## src/rtl/apb_master.sv

```systemverilog
// APB initiator: turns a valid/ready request into one APB SETUP/ACCESS
// transfer and returns a single-cycle response pulse.
// Optional feature: define APB_MASTER_TIMEOUT_EN to abort an ACCESS phase
// after TIMEOUT_CYCLES wait cycles, which returns rsp_error=1.
module apb_master #(
    parameter int unsigned TIMEOUT_CYCLES = 255
) (
    input  logic        clk,
    input  logic        rst,
    input  logic        req_valid,
    output logic        req_ready,
    input  logic [15:0] req_addr,
    input  logic [7:0]  req_wdata,
    input  logic        req_write,
    output logic        rsp_valid,
    output logic [7:0]  rsp_rdata,
    output logic        rsp_error,
    output logic [15:0] apb_paddr,
    output logic [7:0]  apb_pwdata,
    output logic        apb_pwrite,
    output logic        apb_psel,
    output logic        apb_penable,
    input  logic [7:0]  apb_prdata,
    input  logic        apb_pready
);

    typedef enum logic [1:0] {IDLE, SETUP, ACCESS} state_t;

    // An out-of-range timeout would silently truncate the 16-bit counter.
    if (TIMEOUT_CYCLES < 1 || TIMEOUT_CYCLES > 65535) begin : g_bad_timeout
        $error("apb_master: TIMEOUT_CYCLES must be within 1..65535");
    end

    state_t      state_q, state_d;
    logic [15:0] paddr_q, paddr_d;
    logic [7:0]  pwdata_q, pwdata_d;
    logic        pwrite_q, pwrite_d;
    logic        psel_q, psel_d;
    logic        penable_q, penable_d;
    logic        rsp_valid_q, rsp_valid_d;
    logic [7:0]  rsp_rdata_q, rsp_rdata_d;

`ifdef APB_MASTER_TIMEOUT_EN
    // The abort fires in the ACCESS cycle whose wait would make the count
    // reach TIMEOUT_CYCLES, so compare against the value one below it.
    localparam logic [15:0] TMO_LAST = 16'(TIMEOUT_CYCLES - 1);

    logic        rsp_error_q, rsp_error_d;
    logic [15:0] tmo_cnt_q, tmo_cnt_d;
`endif

    // Requests are only taken while no transfer is in flight.
    assign req_ready   = (state_q == IDLE);

    assign apb_paddr   = paddr_q;
    assign apb_pwdata  = pwdata_q;
    assign apb_pwrite  = pwrite_q;
    assign apb_psel    = psel_q;
    assign apb_penable = penable_q;
    assign rsp_valid   = rsp_valid_q;
    assign rsp_rdata   = rsp_rdata_q;
`ifdef APB_MASTER_TIMEOUT_EN
    assign rsp_error   = rsp_error_q;
`else
    assign rsp_error   = 1'b0;
`endif

    // Next-state and next-output logic for the IDLE/SETUP/ACCESS sequence.
    always_comb begin
        state_d     = state_q;
        paddr_d     = paddr_q;
        pwdata_d    = pwdata_q;
        pwrite_d    = pwrite_q;
        psel_d      = psel_q;
        penable_d   = penable_q;
        rsp_valid_d = 1'b0;
        rsp_rdata_d = rsp_rdata_q;
`ifdef APB_MASTER_TIMEOUT_EN
        rsp_error_d = rsp_error_q;
        tmo_cnt_d   = tmo_cnt_q;
`endif
        case (state_q)
            IDLE: begin
                if (req_valid) begin
                    paddr_d   = req_addr;
                    pwdata_d  = req_wdata;
                    pwrite_d  = req_write;
                    psel_d    = 1'b1;
                    penable_d = 1'b0;
                    state_d   = SETUP;
                end
            end
            SETUP: begin
                penable_d = 1'b1;
                state_d   = ACCESS;
`ifdef APB_MASTER_TIMEOUT_EN
                tmo_cnt_d = 16'd0;
`endif
            end
            ACCESS: begin
                if (apb_pready) begin
                    psel_d      = 1'b0;
                    penable_d   = 1'b0;
                    rsp_valid_d = 1'b1;
                    rsp_rdata_d = pwrite_q ? 8'h00 : apb_prdata;
                    state_d     = IDLE;
`ifdef APB_MASTER_TIMEOUT_EN
                    rsp_error_d = 1'b0;
                end else if (tmo_cnt_q == TMO_LAST) begin
                    psel_d      = 1'b0;
                    penable_d   = 1'b0;
                    rsp_valid_d = 1'b1;
                    rsp_rdata_d = 8'h00;
                    rsp_error_d = 1'b1;
                    state_d     = IDLE;
                end else begin
                    tmo_cnt_d   = tmo_cnt_q + 16'd1;
`endif
                end
            end
            default: begin
                psel_d    = 1'b0;
                penable_d = 1'b0;
                state_d   = IDLE;
            end
        endcase
    end

    // State and output registers; reset abandons any transfer in progress.
    always_ff @(posedge clk) begin
        if (rst) begin
            state_q     <= IDLE;
            paddr_q     <= 16'h0000;
            pwdata_q    <= 8'h00;
            pwrite_q    <= 1'b0;
            psel_q      <= 1'b0;
            penable_q   <= 1'b0;
            rsp_valid_q <= 1'b0;
            rsp_rdata_q <= 8'h00;
`ifdef APB_MASTER_TIMEOUT_EN
            rsp_error_q <= 1'b0;
            tmo_cnt_q   <= 16'd0;
`endif
        end else begin
            state_q     <= state_d;
            paddr_q     <= paddr_d;
            pwdata_q    <= pwdata_d;
            pwrite_q    <= pwrite_d;
            psel_q      <= psel_d;
            penable_q   <= penable_d;
            rsp_valid_q <= rsp_valid_d;
            rsp_rdata_q <= rsp_rdata_d;
`ifdef APB_MASTER_TIMEOUT_EN
            rsp_error_q <= rsp_error_d;
            tmo_cnt_q   <= tmo_cnt_d;
`endif
        end
    end

endmodule

```

## config.mk

```make
export PLATFORM = sky130hd
export DESIGN_NAME = apb_master
export DESIGN_NICKNAME = d
export VERILOG_FILES = /design/src/rtl/apb_master.sv
export SDC_FILE = /design/constraint.sdc
export NUM_CORES = 1
export LEC_CHECK = 0
export ABC_AREA = 1
export CAP_MARGIN = 20
export CORE_UTILIZATION = 25
export DETAILED_ROUTE_END_ITERATION = 6
export PLACE_DENSITY = 0.64
export SLEW_MARGIN = 25
export SYNTH_ARGS = -nofsm -noshare
export SYNTH_HDL_FRONTEND = slang
export SYNTH_SLANG_ARGS = --single-unit
```

## constraint.sdc

```tcl
create_clock -name clk -period 1.5 [get_ports clk]
set_input_delay 0.45 -clock clk [delete_from_list [all_inputs] [get_ports clk]]
set_output_delay 0.45 -clock clk [all_outputs]
set_load 0.1 [all_outputs]
```

==> flow_summary_export.csv <==
group,metric,value,unit
die,num_io_pins,75,
global_routing,globalRouteMet1Util,0.140,
die,die-area,0.00710,sq mm
yosys,syn_area_per_cell,6.80,sq um
die,coreArea,0.00646,sq mm
timing,finalClockSkew,0.00260,ns
timing,fin_crit,1.45,ns
place,gp_congestion,0.680,
timing,hold_viol,0,
clock_tree,numCtsBuffers,5,
yosys,yosys-top-cells-area,"dfxtp_1, nor2_1, nand2_1",
global_routing,busiest_layer,"met2",
yosys,ys_warn_count,0,
worst_setup_path,crit_path_max_fanout,5,
global_routing,gr-total-overflow,0,
yosys,synthFlopType,"dfxtp_1",
routing,first_pass_iters,6,
place,post-place-ws,0.00612,ns
clock_tree,cts-resized-gates,0,
yosys,synth_top_area_frac,0.438,
die,die_x,84.3,um
yosys,synth_most_common_cell,"nor2_1",
run_status,violations,"design-rule violations",
global_routing,grt_max_degree,52,
final_layout,drive_above_1_share,0.169,
timing,fin_setup_tns,0,ns
pwr,max-vdd-ir-drop,532,uV
worst_setup_path,crit_type,"reg -> out",
final_layout,num_antenna_cells,0,
timing,period_share,0.965,
clock_tree,clk_latency,0.28,ns
routing,drc,15,
clock_tree,cts_sinks,37,
yosys,ys_types,16,
global_routing,grt_pass1_vias,1553,
yosys,syn_area,0.00169,sq mm
yosys,ys_top_cells_by_count,"nor2_1, nand2_1, inv_1",
pwr,power-per-cell-area,1090,mW/mm^2
yosys,postSynthRegisterBits,37,
timing,setup-violations-final,0,
clock_tree,post-cts-setup-buffer-count,0,
routing,wire_per_inst,9.93,um
final_layout,utilization,0.448,
worst_setup_path,end_kind,"primary output",
timing,rsz0062_at_grt,"no",
hold_path,min_path_type,"reg -> reg",
global_routing,antenna_found_initial,0,
clock_tree,htreeDepth,2,
global_routing,use_met2,0.201,
yosys,synth-seq-area-share,0.438,
routing,drt_iter0_drc,48,
timing,fmax,691,MHz
global_routing,global_route.usage.met3,0.0374,
run_status,outcome,"finished with violations",
place,numPortBuffers,73,
final_layout,syn_to_final_growth,71.0,%
place,dp_hpwl,2930,um
global_routing,grt_pass1_wl,6790,um
yosys,async_flop_share,0,
routing,num_vias,1634,
pwr,p_leak,1.38,nW
yosys,synth_edf_count,0,
worst_setup_path,crit_arrival,1.00,ns
worst_setup_path,cp_data_required_time,1.05,ns
global_routing,gr-usage-all-layers,0.118,
worst_setup_path,cp-start-kind,"register",
yosys,synth.largest_area_cell,"dfxtp_1",
timing,layout_setup_ws,0.0525,ns
clock_tree,cts.clk_slew.worst_paths,0.06,ns
yosys,syn_inst,249,
clock_tree,cts_buffer_depth,2,
clock_tree,root_buffer,"clkbuf_8",
final_layout,fin_nets,355,
final_layout,fin_area,0.00289,sq mm
routing,antenna_left,0,
yosys,syn_nets,286,
clock_tree,cts_tree,"done",
timing,holdWs,0.498,ns
routing,via_per_inst,4.13,
flow_run,max_cap_violations,0,
timing,final_max_slew_viol_count,0,
die,num_rows,29,
die,initial_utilization,0.262,
routing,wl,3930,um
die,die_y,84.3,um
place,place_area,0.00281,sq mm
flip-flops by register name, indices dropped and copies added, names as in the netlist:
signal      cells
apb_paddr      16
apb_psel        1
apb_pwdata      8
apb_pwrite      1
rsp_rdata       8
rsp_valid       1
state_q         2
critical path, stage by stage, from the launching register on:
cell and delay (ns):
dfxtp_2 0.38, nor2_4 0.15, buf_12 0.19
final timing paths:
path,cells past startpoint,endpoint,start,slack (ns)
worst max-delay path,2,req_ready,state_q[1]$_SDFFE_PP0P_,0.05
worst min-delay path,2,apb_psel$_SDFFE_PP0P_,apb_psel$_SDFFE_PP0P_,0.50
worst max register to register,5,apb_pwrite$_SDFFE_PP0P_,state_q[1]$_SDFFE_PP0P_,0.29
worst min register to register,2,apb_psel$_SDFFE_PP0P_,apb_psel$_SDFFE_PP0P_,0.50
report_power, final:
part	total, mW	internal [mW]	switching (mW)
logic	1.34	0.496	0.841
registers	1.17	1.07	0.0981
clock network	0.645	0.330	0.315
final cells by class:
cell class	count	area (sq um)
Fill cell	639	3560
Timing Repair Buffer	79	1150
Multi-Input combinational cell	152	659
Sequential cell	37	743
Inverter	43	161
Tap cell	77	96.3
Clock buffer	8	80.1
stage by stage:
step | std cells | total power, mW
finish | 396 | 3.15
global route | 396 | 3.31
CTS | 396 | 3.19
detailed placement | 388 | 2.53
global placement | 388 | 2.53
floorplan | 249 | 2.03
cells by family (layout without fill, tap and decap cells):
| kind of cell | after synthesis | in the layout | synth area share |
|---|---|---|---|
| other cells | 1 | 1 | 0.00222 |
| flops | 37 | 37 | 0.438 |
| simple gates | 125 | 125 | 0.310 |
| compound gates | 26 | 26 | 0.0769 |
| buf+inv | 60 | 130 | 0.173 |
timing repair:
action / in CTS / in global routing
setup endpoints to repair: 0 / 1
hold endpoints to repair: 0 / 0
hold buffers: 0 / 0
placed cells by master, fill, tap and decap left out:
cell type,synthesis,routed
nand3_1,26,26
nor2_1,52,52
buf_12,0,38
a21oi_1,26,26
clkdlybuf4s50_1,0,35
dfxtp_2,0,2
clkbuf_1,3,3
buf_4,3,5
nand2_2,1,1
conb_1,1,1
inv_1,42,42
nor2_4,1,1
nand2_1,44,44
clkbuf_8,2,5
dfxtp_1,37,35
nand3_4,1,1
buf_2,5,1
clkinv_1,1,1
per-layer routing:
layer,wire [um],share of wire
met4,31,0.0079
met2,1810,0.46
met5,0,0
met3,276,0.070
met1,1820,0.46
(Power assumes the default switching activity.)
